$ cat config.mk
export PLATFORM = sky130hd
export DESIGN_NAME = csr_trap_ctrl
export DESIGN_NICKNAME = d
export VERILOG_FILES = /design/src/rtl/csr_trap_ctrl.sv
export SDC_FILE = /design/constraint.sdc
export NUM_CORES = 1
export LEC_CHECK = 0
export BUFFER_PORTS_ARGS = -buffer_cell sky130_fd_sc_hd__buf_2
export CAP_MARGIN = 20
export CELL_PAD_IN_SITES_DETAIL_PLACEMENT = 1
export CELL_PAD_IN_SITES_GLOBAL_PLACEMENT = 1
export CORE_ASPECT_RATIO = 1.75
export CORE_MARGIN = 10
export CORE_UTILIZATION = 36
export DETAILED_ROUTE_END_ITERATION = 6
export GPL_TIMING_DRIVEN = 0
export PLACE_DENSITY_LB_ADDON = 0.2
export RECOVER_POWER = 100
export SKIP_CTS_REPAIR_TIMING = 1
export SYNTH_ARGS = -nofsm -noshare
export SYNTH_HDL_FRONTEND = slang
export SYNTH_SLANG_ARGS = --single-unit
export TNS_END_PERCENT = 100
$ cat constraint.sdc
create_clock -name clk -period 6.7 [get_ports clk]
set_clock_uncertainty 0.05 [all_clocks]
set_input_delay 0.335 -clock clk [delete_from_list [all_inputs] [get_ports clk]]
set_output_delay 0.335 -clock clk [all_outputs]
set_load 0.05 [all_outputs]
$ cat src/rtl/csr_trap_ctrl.sv
// ---------------------------------------------------------------------------
// csr_trap_ctrl
//
// Purpose:
//   Execute-stage controller for the machine-mode CSR file access port.
//   - CSRRW/CSRRS/CSRRC and their immediate forms run as one read cycle
//     followed by one write cycle.
//   - Exceptions are committed into mepc/mcause/mtval through cause_in,
//     epc_in and tval_in.
//   - MRET reads mepc and redirects the PC to it.
//   The pipeline is stalled while the controller is busy. Trap entry and
//   MRET each produce a one-cycle flush and a one-cycle PC redirect.
//
// Ports:
//   clk, rst                 clock, asynchronous active-high reset
//   csr_req, csr_funct3,     CSR instruction from EX (sampled in IDLE)
//   csr_req_addr,
//   csr_rs1_val, csr_rs1_idx
//   exc_req, exc_cause,      pending exception from EX (sampled in IDLE)
//   exc_pc, exc_tval
//   mret_req                 MRET in EX (sampled in IDLE)
//   csr_out, mtvec_out       CSR file read data and trap vector
//   csr_addr                 CSR file read address
//   csr_wr_addr,             CSR file write port (wr_csr_n is active-low)
//   csr_data_in, wr_csr_n
//   is_mret                  MRET strobe to the CSR file
//   cause_in, epc_in,        trap commit values to the CSR file
//   tval_in
//   csr_done, rd_data        old CSR value for write-back to rd
//   stall, flush,            pipeline control
//   redirect_valid,
//   redirect_pc
// ---------------------------------------------------------------------------
module csr_trap_ctrl #(
    parameter logic [11:0] MEPC_ADDR          = 12'h341,
    parameter logic [1:0]  NOT_EXCEPTION      = 2'b00,
    parameter logic [1:0]  I_ADDR_MISALIGNMENT = 2'b01,
    parameter logic [1:0]  ILLEGAL_IR         = 2'b10
) (
    input  logic        clk,
    input  logic        rst,
    input  logic        csr_req,
    input  logic [2:0]  csr_funct3,
    input  logic [11:0] csr_req_addr,
    input  logic [31:0] csr_rs1_val,
    input  logic [4:0]  csr_rs1_idx,
    input  logic        exc_req,
    input  logic [1:0]  exc_cause,
    input  logic [31:0] exc_pc,
    input  logic [31:0] exc_tval,
    input  logic        mret_req,
    input  logic [31:0] csr_out,
    input  logic [31:0] mtvec_out,
    output logic [11:0] csr_addr,
    output logic [11:0] csr_wr_addr,
    output logic [31:0] csr_data_in,
    output logic        wr_csr_n,
    output logic        is_mret,
    output logic [1:0]  cause_in,
    output logic [31:0] epc_in,
    output logic [31:0] tval_in,
    output logic        csr_done,
    output logic [31:0] rd_data,
    output logic        stall,
    output logic        flush,
    output logic        redirect_valid,
    output logic [31:0] redirect_pc
);

    typedef enum logic [2:0] {
        IDLE   = 3'd0,
        CSR_RD = 3'd1,
        CSR_WR = 3'd2,
        TRAP   = 3'd3,
        MRET   = 3'd4
    } state_t;

    state_t state, next_state;

    // Latched request context (data only, no reset needed).
    logic [1:0]  op_q;
    logic [11:0] addr_q;
    logic [31:0] opnd_q;
    logic        wr_en_q;
    logic [1:0]  cause_q;
    logic [31:0] pc_q;
    logic [31:0] tval_q;
    logic [31:0] old_q;

    // Visible while idle, so it is reset with the control state.
    logic [31:0] rd_q;

    logic ro_trap;

    // funct3[1:0]: 01 = write, 10 = set bits, 11 = clear bits.
    function automatic logic [31:0] csr_wdata(input logic [1:0]  op,
                                              input logic [31:0] old,
                                              input logic [31:0] opnd);
        logic [31:0] res;
        case (op)
            2'b10:   res = old | opnd;
            2'b11:   res = old & ~opnd;
            default: res = opnd;
        endcase
        return res;
    endfunction

    // A write to the read-only CSR space (addr[11:10] == 2'b11) is illegal.
    assign ro_trap = wr_en_q && (addr_q[11:10] == 2'b11);

    // Control state and the held rd_data value.
    always_ff @(posedge clk or posedge rst) begin
        if (rst) begin
            state <= IDLE;
            rd_q  <= 32'd0;
        end else begin
            state <= next_state;
            if (state == CSR_WR) begin
                rd_q <= old_q;
            end
        end
    end

    // Request capture in IDLE, CSR read capture in CSR_RD.
    always_ff @(posedge clk) begin
        case (state)
            IDLE: begin
                if (exc_req) begin
                    cause_q <= exc_cause;
                    pc_q    <= exc_pc;
                    tval_q  <= exc_tval;
                end else if (!mret_req && csr_req) begin
                    op_q    <= csr_funct3[1:0];
                    addr_q  <= csr_req_addr;
                    pc_q    <= exc_pc;
                    opnd_q  <= csr_funct3[2] ? {27'd0, csr_rs1_idx} : csr_rs1_val;
                    // Set/clear with x0 or zimm=0 is a pure read.
                    wr_en_q <= (csr_funct3[1:0] == 2'b01) || (csr_rs1_idx != 5'd0);
                end
            end
            CSR_RD: begin
                old_q <= csr_out;
                if (ro_trap) begin
                    cause_q <= ILLEGAL_IR;
                    tval_q  <= 32'd0;
                end
            end
            default: ;
        endcase
    end

    always_comb begin
        next_state     = state;
        csr_addr       = 12'd0;
        csr_wr_addr    = 12'd0;
        csr_data_in    = 32'd0;
        wr_csr_n       = 1'b1;
        is_mret        = 1'b0;
        cause_in       = NOT_EXCEPTION;
        epc_in         = 32'd0;
        tval_in        = 32'd0;
        csr_done       = 1'b0;
        rd_data        = rd_q;
        stall          = (state != IDLE);
        flush          = 1'b0;
        redirect_valid = 1'b0;
        redirect_pc    = 32'd0;

        case (state)
            IDLE: begin
                if (exc_req) begin
                    next_state = TRAP;
                end else if (mret_req) begin
                    next_state = MRET;
                end else if (csr_req) begin
                    next_state = CSR_RD;
                end
            end
            CSR_RD: begin
                csr_addr   = addr_q;
                next_state = ro_trap ? TRAP : CSR_WR;
            end
            CSR_WR: begin
                wr_csr_n    = !wr_en_q;
                csr_wr_addr = addr_q;
                csr_data_in = csr_wdata(op_q, old_q, opnd_q);
                csr_done    = 1'b1;
                rd_data     = old_q;
                next_state  = IDLE;
            end
            TRAP: begin
                cause_in       = cause_q;
                epc_in         = pc_q;
                tval_in        = tval_q;
                flush          = 1'b1;
                redirect_valid = 1'b1;
                // Direct mode only: mode bits of mtvec are ignored.
                redirect_pc    = {mtvec_out[31:2], 2'b00};
                next_state     = IDLE;
            end
            MRET: begin
                csr_addr       = MEPC_ADDR;
                is_mret        = 1'b1;
                flush          = 1'b1;
                redirect_valid = 1'b1;
                redirect_pc    = {csr_out[31:1], 1'b0};
                next_state     = IDLE;
            end
            default: begin
                next_state = IDLE;
            end
        endcase
    end

endmodule
Word-level counts from Yosys, hierarchy flattened --
Cells that the tools add are included.
Word-level totals: register bits 180, bits of input ports 187, output and inout bits 192, word-level logic and storage cells 67
Cells by class: equal/unequal tests 11, mux-type cells 27, bitwise logic cells 4, reductions and logical operators 14
Operators by type and width (count):
- 2-to-1 mux 32 bit | 8
- case mux 32 bit (2 select lines) | 3
- bitwise AND 32 bit | 1
- NOT 32 bit | 1
- OR 32 bit | 1
- case mux 12 bit (2 select lines) | 1
- 2-to-1 mux 12 bit | 1
- 2-to-1 mux 3 bit | 3
- equality test 2 bit (second input constant) | 3
- equality test 3 x 2 -> 1 bit (second input constant) | 2
- 2-to-1 mux 2 bit | 3
- case mux 3 bit (2 select lines) | 1
- AND reduction 3 bit | 2
- 2-to-1 mux 1 bit | 5
- 2-to-1 mux 5 bit | 1
- nonzero test 5 bit | 1
- != test 2 bit (second input constant) | 2
- != test 4 bit (second input constant) | 1
- case mux 2 bit (2 select lines) | 1
- nonzero test 2 bit | 2
- equality test 3 x 1 -> 1 bit (second input constant) | 1
- equality test 3 bit (second input constant) | 1
- logical NOT 3 bit | 1
- nonzero test 3 bit | 1
- other kinds (7) | 9

Longest topological paths before layout --
Gate-level depths: netlist (run 1).
depth in word-level cells 4, gate-level depth with buffers 6, gate-level depth less buffers 3

Worst setup path before layout (run 1) --
OpenSTA, ideal clock, no wires.
path type reg2reg, from register state[0], to register addr_q[0], enable pin, setup time 510 ps, data arrival time 4377 ps, required time 6140 ps, slack 1762 ps, cell stages (with the launch flop) 4, buffers on the path 1, clock period less this slack 4938 ps, path through dfrtp_1 > buf_6 > or3_1 > nor3_1
On the way: longest elaborated chain between the ends 2
RTL lines:
- start, declared | line 78 | state_t state, next_state;
- start signal, assigned | line 117 | state <= next_state;
- logical NOT 3 bit | line 126 | case (state)
- AND reduction 3 bit (no line)
- end signal, assigned | line 134 | addr_q <= csr_req_addr;
- end, declared | line 82 | logic [11:0] addr_q;
Every way passes these cells. A chain may end at the register's enable or synchronous reset.

Final worst setup path (run 1) --
from register state[0], to output port csr_addr[4]
On the way: longest elaborated chain between the ends 2, elaborated cells on any way between the ends 3, classes of those cells eq/ne (2); mux (1)
RTL lines:
- equality test 3 bit or equality test 3 x 1 -> 1 bit (tied branches) | line 169 | case (state)
- case mux 12 bit (2 select lines) * | line 169
- end, declared | line 54 | output logic [11:0] csr_addr,
Mark *: on every way between the ends. The rest lies on a longest branch, timed or not.

==> results.md, run 1 <==
* Main synth FF type: edfxtp_1
* Synth Register Bits at 180
* Largest net degree at the start of global routing at 42
* # port buffers at between 300 and 400
* Sequential fraction of the synthesis area at 0.645
* Max_cap viols at 4
* CTS Buf Count at 17
* Pre-CTS setup slack at 3.85 ns
* Fmax at 0.217 GHz
* Vias in the first global route at 7096
* Yosys top cell area share at 0.537
* P&R area growth vs syn at 33.5%
* Actual slew at the worst max-slew pin at 2.54 ns
* Drt total wl at 30200 um
* Worst Slack Setup Final at 2.09 ns
* DRT Pass-1 Iters at 4
* Root buffer cell: clkbuf_16
* Clock Pin Slew Worst Setup and Hold Paths at 0.07 ns
* First-pass GRT wire length at about 44000 um
* Initial DRC Count at 308
* Synth async-reset ratio at 0.194
* Status: finished with violations
* Yosys top cell by area: edfxtp_1
* Met1 wire length at 10600 um
* Clock Sinks at 180
* Post-DR wirelength/cell at approximately 23 um
* Tmin final at approximately 4.6 ns
* Top cells by area, synth: edfxtp_1, dfrtp_1, and2_1, mux2_4, nor2b_1
* Final Power at between 0.005 and 0.006 W
* Max transition margin at -0.697
* Post-Syn Area at 0.00811 mm2
* Die width at approximately 130 um
* Die Area at between 0.02 and 0.03 mm2
* Net Count, Synth at 752
* Crit Path Max Fanout at 41
* Synth warn at 0
* DR top layer: met5
* Syn Inst Count at about 570
* CTS tree: yes
* Failing checks: capacitance limit, slew limit
* Syn Area/Cell at 14.4 um2
* # IOs at 379
* WS Path Type: reg2out
* Met3 WL at approximately 2100 um
* WP data required at 6.31 ns
* Most common cell in the netlist: edfxtp_1
* Chip Height at roughly 220 um
* Via/cell ratio at 4.80
* # DRC at 0
* Unrepaired setup endpoints after global routing: false
* Startpoint class of the critical path: flop
* Fin. max-slew vios at 117
* Initial Utilization at 0.366
* Max VDD drop at ~0.23 mV
* Initial antenna violation count at 4
* Leakage at 4.21 nW
* Metal2 WL at 16900 um
* Part of the cycle the worst path needs at 0.687
* Routed Antenna Nets at 0
* Post-synth top cells: edfxtp_1, and2_1, nor2b_1
* EDFF count, synth at between 100 and 150
* Nets@finish at 1179
* Total global routing overflow at 0
* H-tree depth at 4
* RD Place Congestion at 0.778
* CTS max path bufs at 2
* Setup violations, final at 0
* Unique masters post-synth at 34
* Vias at 6252
* Worst-Skew Late Latency at approximately 0.44 ns
* PD cells at around 480 mW/mm2
* Worst hold path class: in2reg
* Row Count at 72
* Final hold violation count at 0
* Setup TNS at 0 ns
* Gr usage total at 0.200
* Worst Path Arrival at between 4 and 5 ns
* Crit. End Element: primary output
* Share of cells above drive strength 1 at 0.243
* Hpwl dp at 23500 um
* Core area at 0.0222 mm2
[kinds of logic (layout without fill, tap and decap cells)]
kind of cell	after synthesis	after routing	synth area share
DFF	180	180	0.645
muxes	37	37	0.0630
other	1	3	0.000462
AOI/OAI and AO/OA	101	101	0.0977
and+or+nand+nor	200	200	0.160
buffers and inverters	46	486	0.0338
[sequential cells by signal, indices dropped and copies added, names as in the netlist]
| name | count |
|---|---|
| op_q | 2 |
| tval_q | 32 |
| opnd_q | 32 |
| rd_q | 32 |
| pc_q | 32 |
| cause_q | 2 |
| old_q | 32 |
| addr_q | 12 |
| state | 3 |
| wr_en_q | 1 |
[final cells by class]
| class | instances | area (um2) |
|---|---|---|
| Antenna cell | 2 | 5.00 |
| Timing Repair Buffer | 408 | 1910 |
| Clock buffer | 18 | 429 |
| Sequential cell | 180 | 5230 |
| Tap cell | 296 | 370 |
| Fill cell | 2552 | 11300 |
| Clock inverter | 14 | 183 |
| Inverter | 3 | 11.3 |
| Buffer | 43 | 170 |
| Multi-Input combinational cell | 339 | 2520 |
[layer usage]
| layer | up-vias | global-route usage |
|---|---|---|
| met4 | 4 | 0.0674 |
| met1 | 3077 | 0.195 |
| met3 | 40 | 0.0728 |
| met2 | 243 | 0.376 |
| li1 | 2888 | - |
| met5 | - | 0 |
[placed cells by master (no fill, tap or decap), drive strengths merged, types with 4 or more instances in the layout]
master         n
inv            6
mux2          37
edfxtp       145
dfrtp         35
clkbuf       271
dlygate4sd3   26
and2          87
a21oi         34
a21o           4
a21bo         32
clkinv         7
a22o          30
nand3b        32
nor2b         53
buf          172
and2b          7
bufinv         4
[where the power goes]
part	switching (W)	internal [W]
Combinational	0.00202	0.000485
Sequential	0.0000869	0.00157
Clock	0.000436	0.000623
Total	0.00254	0.00268
[worst max-delay path: stages, from the launching register on]
cell,delay (ns)
dfrtp_1,0.32
clkbuf_1,0.29
nor3b_1,0.28
clkbuf_1,0.44
clkbuf_1,1.86
and2_1,0.31
buf_2,0.28
[path summary, 6_finish.rpt]
| kind | start | to | slack (ns) | depth (start not counted) |
|---|---|---|---|---|
| worst min-delay path | exc_pc[16] | pc_q[16] | 0.02 | 1 |
| worst max register to register | state[0] | old_q[0] | 3.02 | 4 |
| min in group asynchronous | rst | rd_q[29] | 0.27 | 3 |
| worst min register to register | rd_q[31] | rd_q[31] | 0.44 | 1 |
| worst max-delay path | state[0] | csr_addr[4] | 2.09 | 6 |
| max in group asynchronous | rst | rd_q[20] | 4.06 | 4 |
[stage by stage]
stage,utilization,instance area [um2],std cells,hold WS [ns]
after CTS,0.501,11100,1275,-0.313
after detailed placement,0.473,10500,1243,0.167
final,0.488,10800,1303,0.0166
after global placement,0.467,10400,1236,0.424
after global routing,0.488,10800,1302,-0.00583
after floorplan,-,8110,565,0.355
Power figures use the tool's default switching activity.
==> run 2, diff against run 1 <==
Clock period 6.7 ns to 4.3 ns, I/O delays scaled along.
==> run 2 against run 1 <==
The flow still finishes with violations (capacitance limit, slew limit). Clock-buffer cell count grew 2. Critical path type unchanged. Worst setup slack got worse by 1.3 ns. Combinational power increased by 60%. Core utilization increased by 2.6 points. Final area rose by 5.4%. Total power rose by 54%. Clock power is 37% higher. Via count is 3.3% higher.
==> results.md, run 2 (synthesis results as in run 1) <==
* Status: finished with violations
* Crit. End Element: primary output
* Die width at around 130 um
* Total global routing overflow at 0
* WP data required at slightly above 4 ns
* Initial antenna violation count at 4
* Crit Path Max Fanout at 10
* Worst hold margin at 0.000894 ns
* Leakage at ~4.5 nW
* Die Area at 0.0292 mm2
* Clock Sinks at 180
* Met2 global-route usage at 0.374
* Actual slew at the worst max-slew pin at around 2.3 ns
* Worst hold path class: in2reg
* DRT Pass-1 Iters at 5
* Fmax at around 0.29 GHz
* Design area at 0.0114 mm2
* Largest net degree at the start of global routing at 42
* Initial Utilization at 0.366
* Part of the cycle the worst path needs at 0.813
* CTS max path bufs at 2
* Tmin final at 3.50 ns
* Most frequent cells in the layout: clkbuf_1, buf_2, edfxtp_1, and2_1, dlygate4sd3_1
* # DRC at 0
* Unrepaired setup endpoints after global routing: false
* Commonest non-fill, non-tap cell in the layout: clkbuf_1
* Met1 usage at 0.197
* Max VDD drop at 0.333 mV
* Failing checks: capacitance limit, slew limit
* Initial DRC Count at 270
* Post-Place Cells at roughly 1200
* PD cells at 706 mW/mm2
* Chip Height at 219 um
* Share of cells above drive strength 1 at 0.240
* WS Path Type: reg2out
* Setup TNS at 0 ns
* Worst-Skew Late Latency at 0.44 ns
* Row Count at 72
* Vias at 6457
* Max_cap viols at 2
* # IOs at 379
* Final Power at ~0.008 W
* Clock Pin Slew Worst Setup and Hold Paths at 0.06 ns
* Vias in the first global route at a little under 7000
* GRT busiest layer: met2
* P&R area growth vs syn at 40.6%
* CTS tree: yes
* Placed cell area at 0.0105 mm2
* Drt total wl at around 31000 um
* Core area at between 0.02 and 0.025 mm2
* Hpwl dp at about 24000 um
* # port buffers at 375
* Setup violations, final at 0
* M3 GR Usage at 0.0694
* Routed Antenna Nets at 0
* CTS Buf Count at 17
* Startpoint class of the critical path: flop
* Fin. max-slew vios at 64
* Nets@finish at 1236
* Root buffer cell: clkbuf_16
* RD Place Congestion at 0.766
* Gr usage total at 0.197
* Via/cell ratio at 4.75
* Worst Path Arrival at between 3 and 4 ns
* Fin cells at between 1000 and 1500
* First-pass GRT wire length at 43200 um
* Post-DR wirelength/cell at 23.1 um
* H-tree depth at 4
* Final hold violation count at 0
* Max transition margin at -0.551
## run 2: cell types whose count changed in the layout (fill, tap and decap cells not counted), sizes merged
cell / change
clkinvlp: +4
buf: +14
diode: +1
clkinv: -1
bufinv: -3
clkbuf: -13
dlygate4sd3: +58
inv: -3
## run 2: path summary, 6_finish.rpt
path	start	to	slack, ns	cells past startpoint
worst min register to register	rd_q[7]	rd_q[7]	0.44	1
worst max register to register	state[0]	pc_q[14]	1.11	4
max in group asynchronous	rst	rd_q[12]	1.67	4
worst max-delay path	state[0]	redirect_pc[21]	0.80	5
min in group asynchronous	rst	rd_q[30]	0.12	3
worst min-delay path	exc_req	state[2]	0.0009	2
## run 2: area by class of cell
cell class	instances	area, um2
diodes	3	7.51
fillers	2546	10800
clock buffers	20	437
multi-input cells	339	2530
clock inverters	11	88.8
repair buffers	465	2530
inverters	3	11.3
flip-flops and latches	180	5230
plain buffers	43	193
well taps	296	370
## run 2: per-layer routing
layer | vias up | share of wire | wire length, um
li1 | 3005 | - | -
met1 | 3175 | 0.35 | 11000
met2 | 238 | 0.56 | 17700
met3 | 35 | 0.068 | 2140
met4 | 4 | 0.017 | 522
met5 | - | 0.00067 | 21
## run 2: critical path, stage by stage (launching register included)
cell,delay (ns)
dfrtp_1,0.36
clkbuf_1,0.19
nor3b_2,0.84
clkbuf_1,0.67
a22o_1,0.23
clkbuf_1,0.50
## run 2: where the power goes
group          total, W  leakage, nW  internal [W]  switching [W]
Sequential      0.00257         1.76       0.00243       0.000136
Clock           0.00145        0.242      0.000785       0.000670
Combinational   0.00402         2.45      0.000842        0.00318
## run 2: stage by stage
stage,utilization,worst slack (ns)
6_report,0.515,0.802
3_5_place_dp,0.473,1.55
5_1_grt,0.514,0.631
4_1_cts,0.497,1.07
3_3_place_gp,0.468,-0.154
2_1_floorplan,-,0.802
